===== config.mk =====
export PLATFORM = sky130hd
export DESIGN_NAME = egress_voq
export DESIGN_NICKNAME = d
export VERILOG_FILES = /design/src/rtl/egress_voq.sv
export SDC_FILE = /design/constraint.sdc
export NUM_CORES = 1
export LEC_CHECK = 0
export CAP_MARGIN = 20
export CORE_ASPECT_RATIO = 1.25
export CORE_MARGIN = 3
export CORE_UTILIZATION = 50
export CTS_CLUSTER_DIAMETER = 80
export DETAILED_ROUTE_END_ITERATION = 7
export PLACE_DENSITY = 0.68
export SYNTH_ARGS = -nofsm -noshare
export SYNTH_HDL_FRONTEND = slang
export SYNTH_SLANG_ARGS = --single-unit

===== constraint.sdc =====
create_clock -name clk -period 6 [get_ports clk]
set_input_delay 0.9 -clock clk [delete_from_list [all_inputs] [get_ports clk]]
set_output_delay 0.9 -clock clk [all_outputs]
set_load 0.01 [all_outputs]

===== src/rtl/egress_voq.sv =====
// egress_voq: per-egress-port virtual output queue of frame start pointers.
//
// Holds up to DEPTH frame start pointers (SRAM block indices) in arrival order.
// The head entry is offered to the memory read controller with a valid/ready
// handshake. An enqueue that finds the queue full, with no pop in the same
// cycle, is rejected. The cycle after a rejection, drop_req_o pulses with the
// rejected pointer so the block chain can be freed.
//
// Ports:
//   clk               switch clock
//   rst_n             asynchronous active-low reset
//   voq_write_req_i   enqueue request, one frame per asserted cycle
//   voq_start_ptr_i   start pointer of the frame to enqueue
//   deq_valid_o       head entry available
//   deq_ptr_o         head start pointer
//   deq_ready_i       read controller accepts the head entry
//   count_o           current occupancy
//   full_o            occupancy equals DEPTH
//   drop_req_o        one-cycle pulse after a rejected enqueue
//   drop_ptr_o        pointer of the rejected frame, valid with drop_req_o
//   drop_cnt_o        saturating count of rejections
//
// Build option: define EGRESS_VOQ_DROP_STATS_EN to enable the 16-bit
// saturating rejection counter on drop_cnt_o; otherwise drop_cnt_o is tied to 0.

module egress_voq #(
  parameter int unsigned ADDR_W = 8,
  parameter int unsigned DEPTH  = 16
) (
  input  logic                       clk,
  input  logic                       rst_n,
  input  logic                       voq_write_req_i,
  input  logic [ADDR_W-1:0]          voq_start_ptr_i,
  output logic                       deq_valid_o,
  output logic [ADDR_W-1:0]          deq_ptr_o,
  input  logic                       deq_ready_i,
  output logic [$clog2(DEPTH):0]     count_o,
  output logic                       full_o,
  output logic                       drop_req_o,
  output logic [ADDR_W-1:0]          drop_ptr_o,
  output logic [15:0]                drop_cnt_o
);

  localparam int unsigned IdxW = $clog2(DEPTH);
  localparam int unsigned CntW = IdxW + 1;
  localparam logic [CntW-1:0] DepthC = CntW'(DEPTH);

  logic [ADDR_W-1:0] mem_q [DEPTH];

  logic [IdxW-1:0]   rd_idx_q, rd_idx_d;
  logic [IdxW-1:0]   wr_idx_q, wr_idx_d;
  logic [CntW-1:0]   count_q, count_d;
  logic              drop_req_q, drop_req_d;
  logic [ADDR_W-1:0] drop_ptr_q, drop_ptr_d;

  logic pop, push, reject, is_full, is_empty;

  always_comb begin
    is_empty = (count_q == '0);
    is_full  = (count_q == DepthC);
    pop      = ~is_empty & deq_ready_i;
    // A pop in the same cycle frees a slot, so a full queue can still accept.
    push     = voq_write_req_i & (~is_full | pop);
    reject   = voq_write_req_i & is_full & ~pop;

    rd_idx_d   = rd_idx_q;
    wr_idx_d   = wr_idx_q;
    count_d    = count_q;
    drop_req_d = reject;
    drop_ptr_d = drop_ptr_q;

    // Power-of-two depth: index increment wraps DEPTH-1 -> 0 naturally.
    if (pop)  rd_idx_d = rd_idx_q + IdxW'(1);
    if (push) wr_idx_d = wr_idx_q + IdxW'(1);

    if (push && !pop)      count_d = count_q + CntW'(1);
    else if (pop && !push) count_d = count_q - CntW'(1);

    if (reject) drop_ptr_d = voq_start_ptr_i;
  end

  always_ff @(posedge clk or negedge rst_n) begin
    if (!rst_n) begin
      rd_idx_q   <= '0;
      wr_idx_q   <= '0;
      count_q    <= '0;
      drop_req_q <= 1'b0;
      drop_ptr_q <= '0;
    end else begin
      rd_idx_q   <= rd_idx_d;
      wr_idx_q   <= wr_idx_d;
      count_q    <= count_d;
      drop_req_q <= drop_req_d;
      drop_ptr_q <= drop_ptr_d;
    end
  end

  // Storage is not reset; occupancy alone decides what is valid.
  always_ff @(posedge clk) begin
    if (push) mem_q[wr_idx_q] <= voq_start_ptr_i;
  end

`ifdef EGRESS_VOQ_DROP_STATS_EN
  logic [15:0] drop_cnt_q;

  always_ff @(posedge clk or negedge rst_n) begin
    if (!rst_n) begin
      drop_cnt_q <= '0;
    end else if (reject && drop_cnt_q != 16'hFFFF) begin
      drop_cnt_q <= drop_cnt_q + 16'd1;
    end
  end

  assign drop_cnt_o = drop_cnt_q;
`else
  assign drop_cnt_o = 16'h0000;
`endif

  assign deq_valid_o = (count_q != '0);
  assign deq_ptr_o   = mem_q[rd_idx_q];
  assign count_o     = count_q;
  assign full_o      = (count_q == DepthC);
  assign drop_req_o  = drop_req_q;
  assign drop_ptr_o  = drop_ptr_q;

endmodule

* Word level (Yosys, flattened, before mapping) *
Memories as Yosys holds them, arrays and structs flattened.
Index checks and enable logic that the tools add are counted.

word-level totals
  bits in registers = 22
  input bits = 12
  output and inout bits = 40
  RAM bits = 128
  memories = 1
  word-level logic and storage cells = 30

cells by class
  bitwise gates (word level) = 8
  reductions and logical operators = 7
  multiplexer cells = 4
  $add $sub $neg = 4
  equality and inequality tests = 1

memories
  memory  words  width  read ports  clocked after Yosys merged registers in  wr ports  RTL line  source
  mem_q   16     8      1           0                                        1         48        logic [ADDR_W-1:0] mem_q [DEPTH];

operator list
  operator               number
  $mux W5                2
  $add A4 B1 Y4 const B  2
  $add A5 B1 Y5 const B  1
  $eq A5 B5 Y1 const B   1
  $logic_not A5 Y1       1
  $reduce_bool A5 Y1     1
  $sub A5 B1 Y5 const B  1
  $and A1 B1 Y1          4
  $not A1 Y1             3
  $logic_and A1 B1 Y1    2
  $logic_not A1 Y1       2
  $mux W1                2
  $reduce_bool A2 Y1     1
  $or A1 B1 Y1           1

* Longest topological paths before layout *
Gate-level depths: netlist of the first run.

  depth after elaboration = 9
  mapped depth = 11
  mapped depth without buffers = 11

* Least setup slack after synthesis of the first run *
Ideal clock, no wire load.

  path kind = register -> register
  from = register count_q[1] (netlist: count_o[1])
  to = register count_q[4] (netlist: count_o[4])
  stages on the path, launching flop included = 12
  clock period less this slack = 2,544 ps
  required time = 5,920 ps
  arrival = 2,464 ps
  slack = 3,456 ps
  path buffers = 0
  path through = dfrtp_1 nor4_2 nand2b_1 and2_1 inv_2 ha_1 inv_1 ha_1 a21o_1 a21oi_1 mux2i_1 xnor2_1

on the way
  longest elaborated chain between the ends = 8

RTL lines
  element                              RTL line  source
  start, declared                      52        logic [CntW-1:0] count_q, count_d;
  start signal, assigned               92        count_q <= count_d;
  $logic_not A5 Y1                     59        is_empty = (count_q == '0);
  $not A1 Y1                           61        pop = ~is_empty & deq_ready_i;
  $and A1 B1 Y1                        61
  $or A1 B1 Y1                         63        push = voq_write_req_i & (~is_full | pop);
  $and A1 B1 Y1                        63
  $logic_not A1 Y1                     77        else if (pop && !push) count_d = count_q - CntW'(1);
  $logic_and A1 B1 Y1                  77
  $reduce_bool A2 Y1 (no source line)  n/a

Several ways; a longest one is shown, not always the timed one. The select of a mux whose other input is x is not followed.
A chain may end at the register's enable or synchronous reset.

* Worst setup path after layout of the first run *
  from = register rd_idx_q[0]
  to = output port deq_ptr_o[5]

on the way
  longest elaborated chain between the ends = 1

RTL lines
  element                 RTL line  source
  start, declared         50        logic [IdxW-1:0] rd_idx_q, rd_idx_d;
  start signal, assigned  90        rd_idx_q <= rd_idx_d;
  $mem_v2 Z16 W8          n/a
  end, declared           35        output logic [ADDR_W-1:0] deq_ptr_o,

No other way between the ends.

==> results of run 1 <==
[kinds of logic (layout without fill, tap and decap cells)]
logic type | Yosys count | in the layout | share of synthesized area (%)
fa+ha+maj | 10 | 10 | 2.13
simple gates | 50 | 50 | 4.40
xor+xnor | 10 | 10 | 1.41
buf+inv | 40 | 80 | 3.78
mux | 57 | 57 | 12.7
other cells | 1 | 16 | 0.0602
flops | 150 | 150 | 70.5
compound gates | 49 | 49 | 5.02
[registers in the layout, summed over array words and instances, names as in the netlist]
register,flops
count_o,5
drop_ptr_o,8
wr_idx_q,4
rd_idx_q,4
mem_q,128
drop_req_o,1
[critical path, stage by stage, from the launching register on]
cell,delay (ns)
dfrtp_2,0.77
buf_4,0.56
mux2i_1,0.14
a221oi_1,0.46
o21ai_0,0.17
nand2_1,0.14
clkdlybuf4s50_1,0.54
[placed cells by master, fill, tap and decap left out, drive strengths merged, types with 8 or more instances in the layout]
| cell | count |
|---|---|
| mux4 | 16 |
| clkbuf | 17 |
| ha | 9 |
| a221oi | 8 |
| a22oi | 8 |
| edfxtp | 128 |
| mux2i | 25 |
| clkinv | 9 |
| nand2 | 20 |
| a21oi | 10 |
| conb | 16 |
| mux2 | 16 |
| o21ai | 21 |
| inv | 11 |
| dfrtp | 22 |
| xnor2 | 8 |
| clkdlybuf4s50 | 35 |
| and2 | 18 |
[stage by stage]
step / util, % / std cells
after floorplan: - / 382
after global placement: 56.0 / 550
after detailed placement: 56.0 / 550
after CTS: 60.7 / 582
after global routing: 61.0 / 583
final: 61.0 / 583
[final cells by class]
cell class / count / area share, %
clock inverter: 15 / 1.88
inverter: 10 / 0.552
timing repair buffer: 38 / 5.42
multi-input combinational: 192 / 22.9
sequential: 150 / 60.6
clock buffer: 17 / 5.87
tap: 161 / 2.78
[layer usage]
layer  share of wire, %  up-vias  track usage, %
met3                5.4       27            6.63
met5                  0        -               0
met2                 53      102            34.4
li1                   -     1453               -
met4                2.5        0            8.08
met1                 39     1586            22.9
[power groups by stage]
stage | clock, mW | sequential (mW) | combinational (mW)
CTS | 1.02 | 1.47 | 1.10
global route | 1.07 | 1.49 | 1.19
finish | 1.00 | 1.46 | 1.09
floorplan | 0 | 1.39 | 0.753
global placement | 0 | 1.48 | 1.06
detailed placement | 0 | 1.48 | 1.08
[worst paths after layout]
path | end | depth (start not counted)
max | deq_ptr_o[5] | 6
min | drop_ptr_o[6]$_DFFE_PN0P_ | 1
max reg2reg | count_o[4]$_DFFE_PN0P_ | 11
min reg2reg | drop_ptr_o[6]$_DFFE_PN0P_ | 1
max in group asynchronous | rd_idx_q[0]$_DFFE_PN0N_ | 2
min in group asynchronous | count_o[0]$_DFFE_PN0P_ | 1
==> impl_results.md, run 1 <==
- Status: completed
- Worst Setup Slack, final: 1.89 ns
- Mean Syn Cell Area: 17.0 um^2
- Beginning of the critical path: rd_idx_q[0]$_DFFE_PN0N_
- Final Setup Violations: 0
- Setup TNS after final layout: 0 ns
- Aggregate global-route resource usage: 19.8%
- Post-synth ARST share: 14.7%
- WHS: 0.497 ns
- Total wire length: 12400 um
- Clk Latency, worst-skew pair: 0.42 ns
- Internal: 2.45 mW
- Area Growth Syn to Fin: 16.3%
- Top cells by area, synth: edfxtp_1 62%, dfrtp_1 8.8%, mux4_2 5.8%
- Detailed-route vias per instance: 5.43
- Power Dens Cells: 490 nW/um^2
- FF+latch count, synth: 150
- Fin nets: 431
- Arr. time, crit path: 3.21 ns
- Sw frac: 31.0%
- Post-synth EDFFs: 128
- Die height: 131 um
- Worst-Margin Slew: 0.916 ns
- IO Count: 52
- Top cell type's share of synthesized area: 61.7%
- R2r startpoint: count_o[1]$_DFFE_PN0P_
- Post-route DRC: 0
- Sw power: 1.10 mW
- Worst R2R Setup Slack: 3.23 ns
- Starting Density: 52.4%
- Footprint of the multi-input gates: 1660 um^2
- F_max: 244 MHz
- Die width: 106 um
- CTS buffer count: 17
- Setup CP Type: reg2out
- Synth area leader: edfxtp_1
- Flop pwr share: 41.2%
- GRT overflow: 0
- Crit path max fanout: 32
- CTS tree: built
- Number of diodes: 0
- Worst VDD drop: 0.279 mV
- CTS sink cnt: 150
- Unrepaired setup endpoints after global routing: false
- DR iter-0 viols: 152
- Area after DPL: 6660 um^2
- Synth unique cells: 38
- Final instance area: 7250 um^2
- DR pass1 iterations: 4
- Syn Std Cell Area: 6230 um^2
- Pre-CTS setup slack: 2.29 ns
- CTS max path bufs: 2
- Most frequent cells after synthesis: 128 x edfxtp_1, 25 x mux2i_1, 22 x dfrtp_1
- Pins Over Slew Limit: 0
- DIE AREA: 13800 um^2
- Avg WL per Cell: 21.4 um
- RePlAce Congestion: 0.749
- Hold buffer count at CTS: 0
- Hold_sp: drop_ptr_o[6]$_DFFE_PN0P_
- Sequential standard cell area: 4400 um^2
- Initial antenna violation count: 0
- Fraction of layout cells with a size suffix above 1: 17.3%
- CP Launch Type: flop
- Setup crit end kind: output port
- Most common cell in the netlist: edfxtp_1
- Root buf cell: clkbuf_16
- Logic pwr share: 30.6%
- Max_cap viols: 0
- Worst-path clk slew: 0.06 ns
- Rel. slew slack: 38.9%
- Synth Warn #: 0
- Primary FF master, synth: edfxtp_1
- First-pass GRT wire length: 19700 um
- Total power: 3.55 mW
- H-tree levels: 4
- Hold Crit Class: reg2reg
- Final Hold Fails: 0
- Post-DP HPWL: 7960 um
- Critical Path RT: 5.10 ns
- ANT nets after route: 0
- Post_cts resized: 0
- Largest net degree at the start of global routing: 33
- Clock network fraction of design power: 28.2%
- Fillers: 915
- Syn Inst Count: 367
- Sequential area share after synthesis: 70.5%
- Setup bufs post-CTS: 0
- Tcrit/Tclk final: 68.4%
- Port-buffer cells: 35
- Leak pwr: 2.59 nW
- Max Clock Skew: 0.00555 ns
- Tmin final: 4.11 ns
- Vias in the first global route: 3394
- Vias: 3168
- Std cell rows: 44
- Core area: 11900 um^2
No activity file was read; power rests on OpenSTA's default activity.
==> inputs of run 2 (changes only) <==
clock period = 3.9 ns   (was 6 ns; I/O delays follow)
==> run 2 against run 1 <==
- clock power increased by 48%
- final area decreased by 0.19%
- die area unchanged
- sequential power increased by 50%
- utilization decreased by 0.12 points
- hold slack got worse by 0.13 ns
- clock-buffer cell count increased by 1
- register-to-register slack got worse by 2.0 ns
- global-route usage decreased by 0.78 points
- clock skew about the same
- cell count increased by 0.17%
- routed wire length decreased by 2.7%
==> impl_results.md, run 2 (synthesized netlist as in run 1, its figures left out) <==
- Final std cells w/o fill: 584
- Unrepaired setup endpoints after global routing: false
- Hold buffer count at CTS: 0
- Aggregate global-route resource usage: 19.1%
- Vias: 3156
- GRT overflow: 0
- Clk Latency, worst-skew pair: 0.41 ns
- Setup CP Type: reg2out
- Power Dens Cells: 750 nW/um^2
- Vias in the first global route: 3300
- Port-buffer cells: 35
- Fin nets: 432
- Area after DPL: 6680 um^2
- Max_cap viols: 0
- DIE AREA: 13800 um^2
- Root buf cell: clkbuf_16
- Met3 WL: 635 um
- Highest-count cells in the layout ignoring fill and taps: 128 x edfxtp_1, 35 x clkdlybuf4s50_1, 25 x mux2i_1, 21 x dfrtp_1, 20 x o21ai_0
- DR pass1 iterations: 4
- Std cell rows: 44
- H-tree levels: 4
- R2r startpoint: count_o[1]$_DFFE_PN0P_
- Placed instance count: 551
- Critical Path RT: 3.31 ns
- Avg WL per Cell: 20.7 um
- RePlAce Congestion: 0.762
- Core area: 11900 um^2
- CTS tree: built
- Worst R2R Setup Slack: 1.23 ns
- CTS buffer count: 17
- Final Hold Fails: 0
- Status: completed
- Post-DP HPWL: 7740 um
- Highest layer used for signal routing: met4
- Rel. slew slack: 53.1%
- Leak pwr: 2.59 nW
- Area Growth Syn to Fin: 16.1%
- Fraction of layout cells with a size suffix above 1: 17.5%
- Pins Over Slew Limit: 0
- Max Clock Skew: 0.00569 ns
- Tcrit/Tclk final: 83.9%
- Starting Density: 52.4%
- DR iter-0 viols: 187
- Setup bufs post-CTS: 0
- Final Setup Violations: 0
- Footprint of the multi-input gates: 1660 um^2
- Crit path max fanout: 16
- CTS max path bufs: 2
- Worst VDD drop: 0.400 mV
- Post-route DRC: 0
- Largest net degree at the start of global routing: 52
- Biggest register: mem_q
- Post_cts resized: 0
- CTS sink cnt: 150
- IO Count: 52
- Largest register FFs: 128
- Final instance area: 7240 um^2
- Tmin final: 3.27 ns
- Most common library cell in the layout ignoring fill and taps: edfxtp_1
- Total wire length: 12100 um
- Sequential standard cell area: 4400 um^2
- Worst-Margin Slew: 0.702 ns
- Setup TNS after final layout: 0 ns
- Arr. time, crit path: 2.69 ns
- Reg2Reg Depth: 11
- CP Launch Type: flop
- F_max: 306 MHz
- ANT nets after route: 0
- Wire length on met1: 5000 um
- Hold Crit Class: in2async
- Worst-path clk slew: 0.06 ns
- Reg2reg end: count_o[4]$_DFFE_PN0P_
- First-pass GRT wire length: 19000 um
- Detailed-route vias per instance: 5.40
- Number of diodes: 0
- Met2 WL: 6330 um
- Die width: 106 um
- Fillers: 889
- Die height: 131 um
- Initial antenna violation count: 0
- Setup crit end kind: output port
run 2: critical path: stages, from the launching register on:
cell	delay [ns]
dfrtp_1	0.57
nor2b_1	0.23
buf_4	0.22
a221oi_1	0.44
o21ai_0	0.16
nand2_1	0.11
clkdlybuf4s50_1	0.54
run 2: worst max path at each step:
stage | from | to | slack (ns)
finish | rd_idx_q[2]$_DFFE_PN0N_ | deq_ptr_o[2] | 0.63
floorplan | count_o[1]$_DFFE_PN0P_ | count_o[4]$_DFFE_PN0P_ | 1.36
CTS | rd_idx_q[1]$_DFFE_PN0N_ | deq_ptr_o[2] | 0.52
global placement | rd_idx_q[1]$_DFFE_PN0N_ | deq_ptr_o[2] | 0.99
detailed placement | rd_idx_q[1]$_DFFE_PN0N_ | deq_ptr_o[2] | 0.97
global route | rd_idx_q[1]$_DFFE_PN0N_ | deq_ptr_o[3] | 0.42
run 2: cell type report:
cell class,instances,share of cell area (%)
multi-input combinational,192,22.9
sequential,150,60.7
timing repair buffer,39,5.53
clock buffer,18,5.93
tap,161,2.78
inverter,10,0.553
clock inverter,14,1.54
run 2: power by group:
part | switching, mW | internal (mW) | total [mW]
registers | 0.200 | 1.99 | 2.19
logic | 0.893 | 0.865 | 1.76
clock network | 0.610 | 0.868 | 1.48
total | 1.70 | 3.72 | 5.42
run 2: metrics by stage:
| step | hold slack [ns] | util [%] | setup WS (ns) | power, mW |
|---|---|---|---|---|
| global placement | 0.492 | 56.2 | 0.986 | 3.96 |
| finish | 0.366 | 60.8 | 0.627 | 5.42 |
| floorplan | 0.289 | - | 1.36 | 3.30 |
| CTS | 0.515 | 60.7 | 0.524 | 5.47 |
| detailed placement | 0.498 | 56.2 | 0.974 | 4.00 |
| global route | 0.351 | 60.8 | 0.420 | 5.71 |
run 2: layer usage:
metal / global-route usage, % / up-vias
met2: 32.2 / 91
met1: 23.6 / 1592
met4: 6.55 / 0
li1: - / 1461
met5: 0 / -
met3: 5.85 / 12
==> inputs of run 3 (changes only) <==
PLACE_DENSITY = 0.71   (was 0.68)
clock period = 3 ns   (was 3.9 ns; I/O delays follow)
==> run 3 against run 2 <==
- routed wire length grew 0.84%
- die area is the same
- combinational power grew 44%
- critical path type unchanged
==> impl_results.md, run 3 (synthesized netlist as in run 1, its figures left out) <==
- Status: completed
- RePlAce Congestion: 0.781
- Area Growth Syn to Fin: 18.8%
- Vias: 3236
- DIE AREA: 13800 um^2
- Clk Latency, worst-skew pair: 0.41 ns
- Final Hold Fails: 0
- Setup CP Type: reg2out
- Worst Setup Slack, final: 0.0502 ns
- H-tree levels: 4
- Largest register FFs: 128
- Most common library cell in the layout ignoring fill and taps: edfxtp_1
- Crit path max fanout: 25
- Sw power: 2.28 mW
- Clock network fraction of design power: 27.5%
- Hold Crit Class: in2async
- GRT overflow: 0
- Logic pwr share: 34.3%
- Post-route DRC: 0
- Fillers: 868
- Area after DPL: 6700 um^2
- WHS: 0.387 ns
- Largest net degree at the start of global routing: 27
- Flop pwr share: 38.2%
- Core area: 11900 um^2
- Setup crit end kind: output port
- Pins Over Slew Limit: 0
- DR iter-0 viols: 259
- Max Clock Skew: 0.00488 ns
- First-pass GRT wire length: 19000 um
- Worst-path clk slew: 0.06 ns
- Setup TNS after final layout: 0 ns
- Tcrit/Tclk final: 98.3%
- IO Count: 52
- Std cell rows: 44
- Rel. slew slack: 56.2%
- Final instance area: 7400 um^2
- Starting Density: 52.4%
- Internal: 5.11 mW
- Unrepaired setup endpoints after global routing: true
- Detailed-route vias per instance: 5.48
- Critical Path RT: 2.55 ns
- Die height: 131 um
- Worst-Margin Slew: 0.656 ns
- Fin nets: 439
- Leak pwr: 2.69 nW
- Worst R2R Setup Slack: 0.30 ns
- Sequential standard cell area: 4400 um^2
- Final std cells w/o fill: 591
- ANT nets after route: 0
- CTS buffer count: 17
- F_max: 339 MHz
- DR pass1 iterations: 4
- Post-DP HPWL: 7660 um
- CTS sink cnt: 150
- Pre-CTS setup slack: 0.207 ns
- Biggest register: mem_q
- Worst VDD drop: 0.563 mV
- Number of diodes: 0
- Die width: 106 um
- Initial antenna violation count: 0
- Aggregate global-route resource usage: 18.8%
- Placed instance count: 553
- CTS tree: built
- Power Dens Cells: 999 nW/um^2
- Arr. time, crit path: 2.50 ns
- Max_cap viols: 0
- Footprint of the multi-input gates: 1700 um^2
- Total wire length: 12200 um
- Final Setup Violations: 0
- Highest-count cells in the layout ignoring fill and taps: 128 x edfxtp_1, 33 x clkdlybuf4s50_1, 25 x mux2i_1, 20 x o21ai_0, 19 x dfrtp_1
- CTS max path bufs: 2
- Vias in the first global route: 3396
- Port-buffer cells: 35
- Root buf cell: clkbuf_16
- Fraction of layout cells with a size suffix above 1: 20.7%
- CP Launch Type: flop
- Tmin final: 2.95 ns
- Avg WL per Cell: 20.7 um
- Sw frac: 30.8%
## run 3: cell types whose count changed in the layout (fill, tap and decap cells not counted), sizes merged
| cell | change |
|---|---|
| buf | +6 |
| bufinv | +1 |
| clkbuf | +5 |
| clkdlybuf4s50 | -2 |
| clkinv | -3 |
| clkinvlp | -2 |
| dlymetal6s2s | +2 |
## run 3: power groups by stage
stage / Combinational [mW] / Clock, mW / Sequential (mW)
2_1_floorplan: 1.51 / 0 / 2.79
3_3_place_gp: 2.28 / 0 / 2.83
3_5_place_dp: 2.32 / 0 / 2.85
4_1_cts: 2.42 / 2.06 / 2.83
5_1_grt: 2.77 / 2.15 / 2.87
6_report: 2.54 / 2.03 / 2.82
## run 3: worst paths after layout
| check | startpoint | endpoint | depth (start not counted) |
|---|---|---|---|
| max | rd_idx_q[0]$_DFFE_PN0N_ | deq_ptr_o[1] | 7 |
| min | rst_n | drop_req_o$_DFF_PN0_ | 2 |
| max reg2reg | count_o[1]$_DFFE_PN0P_ | count_o[4]$_DFFE_PN0P_ | 11 |
| min reg2reg | drop_ptr_o[6]$_DFFE_PN0P_ | drop_ptr_o[6]$_DFFE_PN0P_ | 1 |
| max in group asynchronous | rst_n | rd_idx_q[2]$_DFFE_PN0N_ | 2 |
| min in group clk | drop_ptr_o[6]$_DFFE_PN0P_ | drop_ptr_o[6]$_DFFE_PN0P_ | 1 |
## run 3: metrics by stage
stage               utilization [%]  power [mW]
floorplan                         -        4.30
global placement               56.3        5.12
detailed placement             56.3        5.17
CTS                            61.4        7.31
global route                   62.3        7.79
finish                         62.3        7.39
## run 3: layer usage
metal | routed length, um | vias to the layer above | track usage [%]
met5 | 0 | - | 0
met1 | 4880 | 1648 | 22.3
met3 | 570 | 16 | 5.36
met4 | 174 | 0 | 7.85
met2 | 6600 | 96 | 32.4
li1 | - | 1476 | -
## run 3: worst max-delay path, cell delays in order, from the launching register on
cell and delay, ns:
dfrtp_2 0.39, buf_4 0.18, buf_16 0.19, mux2i_1 0.16, a221oi_1 0.36, a22oi_1 0.15, nand2_1 0.11, clkdlybuf4s50_1 0.54
## run 3: final cells by class
cell class              count  share of cell area [%]
clock buffers              22                    6.27
clock inverters            10                    1.42
inverters                  10                   0.541
multi-input cells         192                    22.9
flip-flops and latches    150                    59.4
well taps                 161                    2.72
repair buffers             46                    6.74
## run 3: repair_timing
action / CTS / global route
gates resized for setup: 3 / 10
endpoints found under the setup margin: 4 / 8
hold buffers: 0 / 0
buffers inserted: 0 / 3
cloned: 1 / 2
